File: config.mk
export PLATFORM = sky130hd
export DESIGN_NAME = uart_tx_wb_slave
export DESIGN_NICKNAME = d
export VERILOG_FILES = /design/src/rtl/uart_tx_wb_slave.sv
export SDC_FILE = /design/constraint.sdc
export NUM_CORES = 1
export LEC_CHECK = 0
export ABC_CLOCK_PERIOD_IN_PS = 3800
export CAP_MARGIN = 5
export CORE_UTILIZATION = 55
export DETAILED_ROUTE_END_ITERATION = 6
export GPL_TIMING_DRIVEN = 0
export PLACE_DENSITY = 0.81
export SYNTH_ARGS = -nofsm -noshare
export SYNTH_HDL_FRONTEND = slang
export SYNTH_SLANG_ARGS = --single-unit
export TNS_END_PERCENT = 10
File: constraint.sdc
create_clock -name clk_i -period 3.8 [get_ports clk_i]
set_input_delay 0.38 -clock clk_i [delete_from_list [all_inputs] [get_ports clk_i]]
set_output_delay 0.38 -clock clk_i [all_outputs]
set_load 0.01 [all_outputs]
File: src/rtl/uart_tx_wb_slave.sv
// Wishbone-style register slave with an 8N1 UART transmitter.
// A 32-bit phase accumulator generates the baud tick from its carry-out.
module uart_tx_wb_slave #(
  parameter logic [31:0] BAUD_RST = 32'h0096_FEB5
) (
  input  logic        clk_i,
  input  logic        rst_i,
  input  logic [31:0] addr_i,
  input  logic [31:0] dat_i,
  output logic [31:0] dat_o,
  input  logic        we_i,
  input  logic [3:0]  sel_i,
  input  logic        stb_i,
  input  logic        cyc_i,
  output logic        ack_o,
  output logic        err_o,
  output logic        rty_o,
  output logic        tx_o
);

  typedef enum logic [1:0] {S_IDLE, S_START, S_DATA, S_STOP} state_t;

  state_t      state;
  logic [31:0] baud;
  logic [31:0] txbuf;
  logic [31:0] acc;
  logic [1:0]  lane;
  logic        done;
  logic [7:0]  shreg;
  logic [2:0]  bit_cnt;

  logic        busy;
  logic [32:0] acc_sum;
  logic        tick;
  logic        hit_ctrl, hit_baud, hit_status, hit_txbuf;
  logic        wr;
  logic        start_go;
  logic [1:0]  sel_lane;
  logic [31:0] rd_data;
  logic        unused_cyc;

  assign unused_cyc = cyc_i;
  assign err_o      = 1'b0;
  assign rty_o      = 1'b0;

  assign busy    = (state != S_IDLE);
  assign acc_sum = {1'b0, acc} + {1'b0, baud};
  assign tick    = acc_sum[32];

  assign hit_ctrl   = (addr_i == 32'h0000_0003);
  assign hit_baud   = (addr_i == 32'h0000_0004);
  assign hit_status = (addr_i == 32'h0000_0005);
  assign hit_txbuf  = (addr_i == 32'h0000_0007);
  assign wr         = stb_i & we_i;
  // A start while busy is dropped outright; there is no pending-start queue.
  assign start_go   = wr & hit_ctrl & dat_i[7] & ~busy;

  always_comb begin
    sel_lane = 2'd3;
    if (sel_i[0])      sel_lane = 2'd0;
    else if (sel_i[1]) sel_lane = 2'd1;
    else if (sel_i[2]) sel_lane = 2'd2;
  end

  always_comb begin
    rd_data = 32'h0;
    case (addr_i)
      32'h0000_0003: rd_data = {24'h0, busy, 7'h0};
      32'h0000_0004: rd_data = baud;
      32'h0000_0005: rd_data = {26'h0, done, 4'h0, busy};
      32'h0000_0007: rd_data = txbuf;
      default:       rd_data = 32'h0;
    endcase
  end

  always_ff @(posedge clk_i) begin
    if (rst_i) begin
      ack_o   <= 1'b0;
      dat_o   <= 32'h0;
      tx_o    <= 1'b1;
      state   <= S_IDLE;
      baud    <= BAUD_RST;
      txbuf   <= 32'h0;
      acc     <= 32'h0;
      lane    <= 2'd0;
      done    <= 1'b0;
      shreg   <= 8'h0;
      bit_cnt <= 3'd0;
    end else begin
      ack_o <= stb_i;
      dat_o <= (stb_i && !we_i) ? rd_data : 32'h0;

      for (int i = 0; i < 4; i++) begin
        if (wr && hit_baud && sel_i[i])  baud[8*i +: 8]  <= dat_i[8*i +: 8];
        if (wr && hit_txbuf && sel_i[i]) txbuf[8*i +: 8] <= dat_i[8*i +: 8];
      end
      if (wr && hit_txbuf && (sel_i != 4'h0)) lane <= sel_lane;

      // Clear is placed before the FSM so a same-cycle DONE set wins.
      if (wr && hit_status) done <= 1'b0;

      case (state)
        S_IDLE: begin
          if (start_go) begin
            state   <= S_START;
            tx_o    <= 1'b0;
            acc     <= 32'h0;
            shreg   <= txbuf[{lane, 3'b000} +: 8];
            bit_cnt <= 3'd0;
          end
        end
        S_START: begin
          acc <= acc_sum[31:0];
          if (tick) begin
            state <= S_DATA;
            tx_o  <= shreg[0];
            shreg <= shreg >> 1;
          end
        end
        S_DATA: begin
          acc <= acc_sum[31:0];
          if (tick) begin
            if (bit_cnt == 3'd7) begin
              state <= S_STOP;
              tx_o  <= 1'b1;
            end else begin
              tx_o    <= shreg[0];
              shreg   <= shreg >> 1;
              bit_cnt <= bit_cnt + 3'd1;
            end
          end
        end
        S_STOP: begin
          acc <= acc_sum[31:0];
          if (tick) begin
            state <= S_IDLE;
            done  <= 1'b1;
          end
        end
        default: state <= S_IDLE;
      endcase
    end
  end

endmodule

* Yosys cells after proc, flatten, opt, wreduce, memory -nomap -nowiden
Index checks and enable logic that the tools add are counted.
** Operators by class
- Eq/ne operators :: 14
- Add/sub/neg operators :: 2
- Bitwise logic cells :: 6
- Mux-type cells :: 29
- Shifts and indexed selects :: 1
- Reduce and logical (&&, ||, !) cells :: 25
** Operators by type and width (count)
- 32-bit one-hot mux with 4 select lines :: 1
- 32-bit by 3-bit equality test with 1-bit output (second input constant) :: 3
- 32-bit one-hot mux with 2 select lines :: 1
- 32-bit by 32-bit adder with 33-bit output :: 1
- 32-bit by 2-bit equality test with 1-bit output (second input constant) :: 1
- 32-bit two-way mux :: 1
- 8-bit two-way mux :: 4
- 32-bit by 6-bit indexed part select with 8-bit output :: 1
- 8-bit one-hot mux with 3 select lines :: 1
- 2-bit two-way mux :: 7
- 1-bit logical AND :: 13
- 2-bit inequality test (second input constant) :: 6
- 5-bit AND reduction :: 2
- 3-bit two-way mux :: 3
- 1-bit two-way mux :: 8
- 2-bit one-hot mux with 4 select lines :: 1
- 4-bit AND reduction :: 2
- 3-bit one-hot mux with 2 select lines :: 1
- 1-bit bitwise AND :: 4
- 2-bit equality test (second input constant) :: 2
- 2-bit nonzero test :: 2
- 4-bit nonzero test :: 1
- 3-bit by 1-bit adder with 3-bit output (second input constant) :: 1
- 3-bit equality test (second input constant) :: 1
- 8 further kinds :: 9
** Storage, ports and cells
- Bits in registers :: 146
- Bits of input ports :: 73
- Word-level logic and storage cells :: 94

* Longest topological paths before layout
Gate-level depths: netlist of the first run.
- Depth in word-level cells :: 6
- Depth in mapped cells :: 10
- Mapped depth without buffers :: 10

* Worst setup path before layout of the first run
OpenSTA, ideal clock, no wires.
- Path kind :: register -> register
- From :: register baud[0]
- To :: register shreg[0]
- Data arrival time :: 2.576 ns
- Setup time :: 0.121 ns
- Clock period less this slack :: 2.697 ns
- Path slack :: 1.103 ns
- Buffers on the path :: 0
- Cell stages (with the launch flop) :: 11
- Path through :: dfxtp_1 -> ha_1 -> fa_1 -> a211oi_2 -> o21ai_1 -> o2111ai_2 -> nand4_2 -> a21oi_4 -> a21oi_2 -> o21ai_4 -> mux2_4
** Between the ends
- Word-level cells in the longest chain between the ends :: 3
- Elaborated cells on any way between the ends :: 4
** Ends and longest elaborated chain
- start: declaration :: line 24 : logic [31:0] baud;
- start signal: indexed assignment :: line 94 : if (wr && hit_baud && sel_i[i]) baud[8*i +: 8] <= dat_i[8*i +: 8];
- 32-bit by 32-bit adder with 33-bit output * :: line 47 : assign acc_sum = {1'b0, acc} + {1'b0, baud};
- 2-bit inequality test (no line)
- 5-bit AND reduction (no line) *
- end signal: assignment :: line 108 : shreg <= txbuf[{lane, 3'b000} +: 8];
- end signal: assignment :: line 117 : shreg <= shreg >> 1;
- end signal: assignment :: line 128 : shreg <= shreg >> 1;
- end: declaration :: line 29 : logic [7:0] shreg;
Mark *: on every way between the ends. The rest lies on a longest branch, timed or not.
A chain may end at the register's enable or synchronous reset.

* Worst setup path in the final report of the first run
- From :: register state[0]
- To :: register acc[10]
** Between the ends
- Word-level cells in the longest chain between the ends :: 4
- Elaborated cells on any way between the ends :: 10
** Ends and longest elaborated chain
- start: declaration :: line 23 : state_t state;
- start signal: assignment :: line 81 : state <= S_IDLE;
- start signal: assignment :: line 105 : state <= S_START;
- start signal: assignment :: line 115 : state <= S_DATA;
- parallel branches: the longest is 4 deep, another holds 32-bit one-hot mux with 2 select lines
- end signal: assignment :: line 113 : acc <= acc_sum[31:0];
- end signal: assignment :: line 121 : acc <= acc_sum[31:0];
- end signal: assignment :: line 134 : acc <= acc_sum[31:0];
- end: declaration :: line 26 : logic [31:0] acc;
Parallel ways; which one is timed is not known.

==> results of run 1 <==
==> stage by stage <==
stage,area [sq um],util (%)
2_1_floorplan,7535,-
3_3_place_gp,8786,66.08
3_5_place_dp,8786,66.08
4_1_cts,9414,70.81
5_1_grt,9414,70.81
6_report,9414,70.81
==> worst paths after layout <==
kind                                 end  cells after the start  slack (ps)  startpoint
worst max-delay path             acc[10]                      8         510    state[0]
worst min-delay path            baud[25]                      3         410    sel_i[3]
worst max register to register   acc[10]                      8         510    state[0]
worst min register to register   acc[25]                      2         460     acc[25]
==> power breakdown <==
group	switching (uW)	leakage (uW)	internal (uW)
clock network	672	0.000305	1120
logic	586	0.00203	450
registers	31.5	0.00118	1590
total	1290	0.00351	3160
==> cell families (layout without fill, tap and decap cells) <==
group	after synthesis	count (layout)	share of synthesized area, %
AO/OA/AOI/OAI	237	237	20.45
XOR/XNOR	18	18	2.093
adder cells (fa/ha/maj)	39	39	6.579
buffers and inverters	68	203	3.655
flip-flops	146	146	38.81
multiplexers	26	26	5.250
other	1	2	0.04979
AND/OR/NAND/NOR	366	366	23.11
==> critical path, cell delays in order, from the launching register on <==
cell      delay (ps)
dfxtp_1          340
inv_1            100
ha_1             480
inv_1            360
a21oi_1          580
clkbuf_1         620
clkbuf_1         450
a22oi_1          170
nor2_1           120
==> flip-flops by register name (all words and copies together) (netlist names) <==
register / flops
dat_o: 32
tx_o: 1
baud: 32
txbuf: 32
lane: 2
bit_cnt: 3
acc: 32
state: 2
ack_o: 1
done: 1
shreg: 8
==> placed cells by master, fill, tap and decap left out, drive strengths merged, types with 3 or more instances in the layout <==
cell type      count
nand3b            14
or3                4
mux2               7
nor3              14
a32o               3
o21a               3
o31ai              4
clkinv             6
clkbuf            62
a21oi             95
nand2            126
mux4               8
a22oi             44
clkdlybuf4s50    103
nor2b             12
nor2              91
a211o              6
nand4             13
o21bai             6
xnor2              9
bufinv             4
ha                38
nor3b              3
buf               10
nand2b             7
inv               17
a31oi              6
and2               5
a21o              13
xor2               9
nand3             53
a211oi             5
mux2i             11
a22o               3
and3               8
dfxtp            146
o21ai             32
nor4               8
==> routing by layer <==
layer | up-vias | routed length [microns]
met2 | 391 | 10020
met1 | 3389 | 9164
met5 | - | 0
met3 | 67 | 1896
li1 | 3489 | -
met4 | 0 | 952
==> cells in the mapped netlist (all sizes together), types with 10 or more instances <==
cell,number
a21o,13
a21oi,95
a22oi,44
buf,10
clkbuf,42
dfxtp,146
ha,38
inv,16
mux2i,11
nand2,126
nand3,53
nand3b,14
nand4,13
nor2,91
nor2b,12
nor3,14
o21ai,32
==> final cells by class <==
| type | instances | area (sq um) | share of cell area, % |
|---|---|---|---|
| Timing Repair Buffer | 103 | 1031 | 10.95 |
| Inverter | 16 | 60.06 | 0.6380 |
| Clock inverter | 12 | 181.4 | 1.927 |
| Clock buffer | 20 | 446.7 | 4.745 |
| Tap cell | 176 | 220.2 | 2.339 |
| Sequential cell | 146 | 2923 | 31.05 |
| Buffer | 52 | 215.2 | 2.286 |
| Multi-Input combinational cell | 688 | 4337 | 46.07 |
==> flow_metrics.env, run 1 <==
export IMPL_total_leakage_power_uw=0.003513
export IMPL_start_util_pct=56.64
export IMPL_path_class="reg -> reg"
export IMPL_num_antenna_cells=0
export IMPL_drive_gt1_share_pct=7.136
export IMPL_grtUsageMet1_pct=40.44
export IMPL_grt_overflow_total=0
export IMPL_dieHeight_microns=119.0
export IMPL_synth_top_area_cell="dfxtp_1"
export IMPL_grt_max_degree=17
export IMPL_h_tree_depth=4
export IMPL_ys_seq_area_share_pct=38.81
export IMPL_worstMarginPinSlew_ps=759.3
export IMPL_cp_data_arrival_time_ps=3660
export IMPL_rsz0062_at_grt="no"
export IMPL_cts_resized=0
export IMPL_ys_types=69
export IMPL_syn_area_sq_um=7531
export IMPL_ctsHoldBuffers=0
export IMPL_timing_max_cap_violations=0
export IMPL_hold_viol=0
export IMPL_die_w_microns=119.0
export IMPL_status="complete, no violations"
export IMPL_postCtsSetupBuffers=0
export IMPL_nFillCells=1079
export IMPL_cp_data_required_time_ps=4170
export IMPL_clkTransAtPathRegs_ps=60
export IMPL_die_area_sq_um=14160
export IMPL_cts_inserted_buffers=17
export IMPL_critical_path_startpoint_type="flop"
export IMPL_synthArstFlopShare_pct=0
export IMPL_grt_first_pass_wirelength_microns=34330
export IMPL_root_buffer="clkbuf_16"
export IMPL_coreArea_sq_um=13300
export IMPL_critPathCaptureType="flop"
export IMPL_io_buffers=103
export IMPL_drc=0
export IMPL_dr_pass1_iters=5
export IMPL_peakVddDrop_mv=0.3096
export IMPL_synth_ff_type="dfxtp_1"
export IMPL_dp_slack_ps=625.0
export IMPL_hold_slack_ps=406.5
export IMPL_rows=42
export IMPL_setup_viol=0
export IMPL_synth_top_area_share_pct=38.81
export IMPL_skew_ps=7.114
export IMPL_fmax_mhz=304.1
export IMPL_synth_cells=901
export IMPL_dp_cells=1181
export IMPL_grtUsageTotal_pct=31.51
export IMPL_drt_initial_drc_count=674
export IMPL_antenna_found_initial=0
export IMPL_synth_area_per_cell_sq_um=8.358
export IMPL_synth_edff_count=0
export IMPL_synth_seq_cells=146
export IMPL_final_instance_count_excl_fill=1213
export IMPL_via_per_inst=6.048
export IMPL_setup_slack_ps=511.2
export IMPL_dpl_hpwl_microns=16310
export IMPL_yosys_warnings=0
export IMPL_hp_class="in -> reg"
export IMPL_routed_wl_microns=22030
export IMPL_relSlewSlack_pct=49.38
export IMPL_finalNetCount=1136
export IMPL_gp_congestion=0.9266
export IMPL_clock_sinks=146
export IMPL_grt_busiest_layer="met2"
export IMPL_slew_violations=0
export IMPL_post_route_period_util_pct=86.55
export IMPL_tns_ps=0
export IMPL_clockBufferDepth=2
export IMPL_power_density_nw_per_um2=472.4
export IMPL_cp_max_fo=10
export IMPL_routedWlPerCell_microns=18.16
export IMPL_period_needed_ps=3289
export IMPL_num_vias=7336
export IMPL_cts_tree="yes"
export IMPL_ant_nets=0
export IMPL_met2_usage_pct=49.71
export IMPL_synth_area_leaders="dfxtp_1 39%, ha_1 6.3%, nand2_1 6.3%"
export IMPL_gr_usage_met3_pct=5.987
export IMPL_grt_pass1_vias=6817
export IMPL_area_delta_synth_final_pct=25.00
export IMPL_top_level_ports=109
export IMPL_finalPower_uw=4447
export IMPL_clock_latency_ps=430
(Power assumes the default switching activity.)
==> run 2: changes to the inputs <==
Settings changed: HOLD_SLACK_MARGIN set to 0.15.
==> results of run 2 <==
The final DEF is identical to that of run 1; final timing and power are the same.
==> run 3: changes to the inputs <==
Settings changed: CORE_UTILIZATION 55 to 45, PLACE_DENSITY 0.81 to 0.68.
==> run 3 against run 2 <==
Wire length grew 1.0%. Sequential power barely moved. Non-clock buffer count unchanged. Cell count is 3.3% higher. Hold slack worse by 15 ps. Clock power is 7% lower. Register-to-register slack lost 40 ps. Via count decreased by 4.1%. Critical path depth is the same. Setup slack worse by 40 ps. Utilization fell by 12 points. Maximum frequency down 1.2%. Critical path type unchanged. Largest cell class unchanged.
==> flow_metrics.env, run 3 (synthesis gave the netlist of run 1 again) <==
export IMPL_grt_max_degree=17
export IMPL_die_w_microns=131.4
export IMPL_peakVddDrop_mv=0.3376
export IMPL_io_buffers=103
export IMPL_cp_data_required_time_ps=4170
export IMPL_critPathSlowestCell="clkbuf_1"
export IMPL_grt_first_pass_wirelength_microns=34890
export IMPL_cts_resized=0
export IMPL_tns_ps=0
export IMPL_reg2regPathDepth=8
export IMPL_rows=46
export IMPL_path_buf_inv=4
export IMPL_coreArea_sq_um=16120
export IMPL_total_leakage_power_uw=0.003489
export IMPL_critical_path_startpoint_type="flop"
export IMPL_min_delay_start="sel_i[3]"
export IMPL_grt_pass1_vias=6540
export IMPL_postCtsSetupBuffers=0
export IMPL_grtUsageTotal_pct=26.05
export IMPL_cp_slowest_stage_delay_ps=620
export IMPL_num_vias=7037
export IMPL_nFillCells=1505
export IMPL_dpl_hpwl_microns=16950
export IMPL_dr_pass1_iters=5
export IMPL_die_area_sq_um=17260
export IMPL_h_tree_depth=4
export IMPL_final_instance_count_excl_fill=1253
export IMPL_hp_class="in -> reg"
export IMPL_rr_startpoint="state[0]"
export IMPL_final_cell_mix="146 x dfxtp_1, 126 x nand2_1, 103 x clkdlybuf4s50_1"
export IMPL_hold_viol=0
export IMPL_r2r_setup_slack_ps=470
export IMPL_skew_ps=10.55
export IMPL_slew_violations=0
export IMPL_cts_tree="yes"
export IMPL_cts_inserted_buffers=17
export IMPL_timing_max_cap_violations=0
export IMPL_via_per_inst=5.616
export IMPL_clock_sinks=146
export IMPL_routed_wl_microns=22260
export IMPL_worstMarginPinSlew_ps=828.4
export IMPL_crit_family="buffers and inverters"
export IMPL_ctsHoldBuffers=0
export IMPL_power_density_nw_per_um2=458.4
export IMPL_clockBufferDepth=2
export IMPL_crit_chain="inv_1, ha_1, inv_1, a21oi_1, clkbuf_1, clkbuf_1, a22oi_1, nor2_1"
export IMPL_grt_overflow_total=0
export IMPL_drt_initial_drc_count=493
export IMPL_status="complete, no violations"
export IMPL_post_route_period_util_pct=87.59
export IMPL_finalNetCount=1136
export IMPL_fmax_mhz=300.4
export IMPL_antenna_found_initial=0
export IMPL_gp_congestion=0.9126
export IMPL_holdPathStages=3
export IMPL_path_class="reg -> reg"
export IMPL_clkTransAtPathRegs_ps=70
export IMPL_root_buffer="clkbuf_16"
export IMPL_routedWlPerCell_microns=17.77
export IMPL_rsz0062_at_grt="no"
export IMPL_dieHeight_microns=131.4
export IMPL_dp_cells=1221
export IMPL_timing_rr_end="acc[14]"
export IMPL_num_antenna_cells=0
export IMPL_relSlewSlack_pct=44.77
export IMPL_critPathCaptureType="flop"
export IMPL_cp_max_fo=10
export IMPL_setup_viol=0
export IMPL_start_util_pct=46.73
export IMPL_min_to="baud[27]"
export IMPL_layout_commonest_cell="dfxtp_1"
export IMPL_period_needed_ps=3328
export IMPL_drc=0
export IMPL_cp_data_arrival_time_ps=3700
export IMPL_area_delta_synth_final_pct=24.97
export IMPL_top_level_ports=109
export IMPL_clock_latency_ps=440
export IMPL_ant_nets=0
export IMPL_drive_gt1_share_pct=7.329
run 3: cell types whose count changed in the layout (fill, tap and decap cells not counted), sizes merged:
cell      before  now
clkbuf        62   59
clkinv         6    5
bufinv         4    1
clkinvlp       1    2
inv           17   23
run 3: tightest hold or removal path, delay by kind of cell:
kind / cells / cell delay [ps]
simple gates: 1 / 140
buf+inv: 1 / 200
compound gates: 1 / 60
run 3: how the worst max path moves through the flow:
stage / from / end / slack [ps] / cells after the start
after floorplan: baud[0] / shreg[0] / 1100 / 10
after global placement: state[0] / acc[16] / 520 / 8
after detailed placement: state[0] / acc[14] / 470 / 8
after CTS: state[0] / acc[14] / 430 / 8
after global routing: state[1] / acc[10] / 180 / 8
final: state[0] / acc[14] / 470 / 8
run 3: power by group:
part	internal, uW	switching [uW]	total (uW)	leakage, uW
combinational	448	588	1040	0.00203
sequential	1590	33.2	1620	0.00118
clock	921	734	1660	0.000280
total	2960	1360	4310	0.00349
run 3: routing by layer:
layer / global-route usage [%] / routed length, microns / vias to the layer above
met1: 34.55 / 10030 / 3224
met2: 40.22 / 9807 / 264
li1: - / - / 3503
met3: 5.748 / 1639 / 46
met4: 12.14 / 784 / 0
met5: 0 / 0 / -
run 3: layout make-up:
class | count | area [sq um] | share of cell area, %
Tap cell | 216 | 270.3 | 2.872
Sequential cell | 146 | 2923 | 31.06
Clock inverter | 15 | 150.1 | 1.595
Inverter | 16 | 60.06 | 0.6381
Multi-Input combinational cell | 688 | 4337 | 46.08
Clock buffer | 17 | 425.4 | 4.520
Timing Repair Buffer | 103 | 1031 | 10.95
Buffer | 52 | 215.2 | 2.287
run 3: per-stage QoR:
step	utilization [%]	cell area, sq um	total power, uW	hold WS [ps]	setup WS [ps]
2_1_floorplan	-	7535	2392	429.1	1103
3_3_place_gp	54.83	8836	2672	441.8	521.5
3_5_place_dp	54.83	8836	2677	449.7	473.6
4_1_cts	58.40	9412	4321	370.9	434.7
5_1_grt	58.40	9412	4509	424.1	181.4
6_report	58.40	9412	4314	391.7	471.6
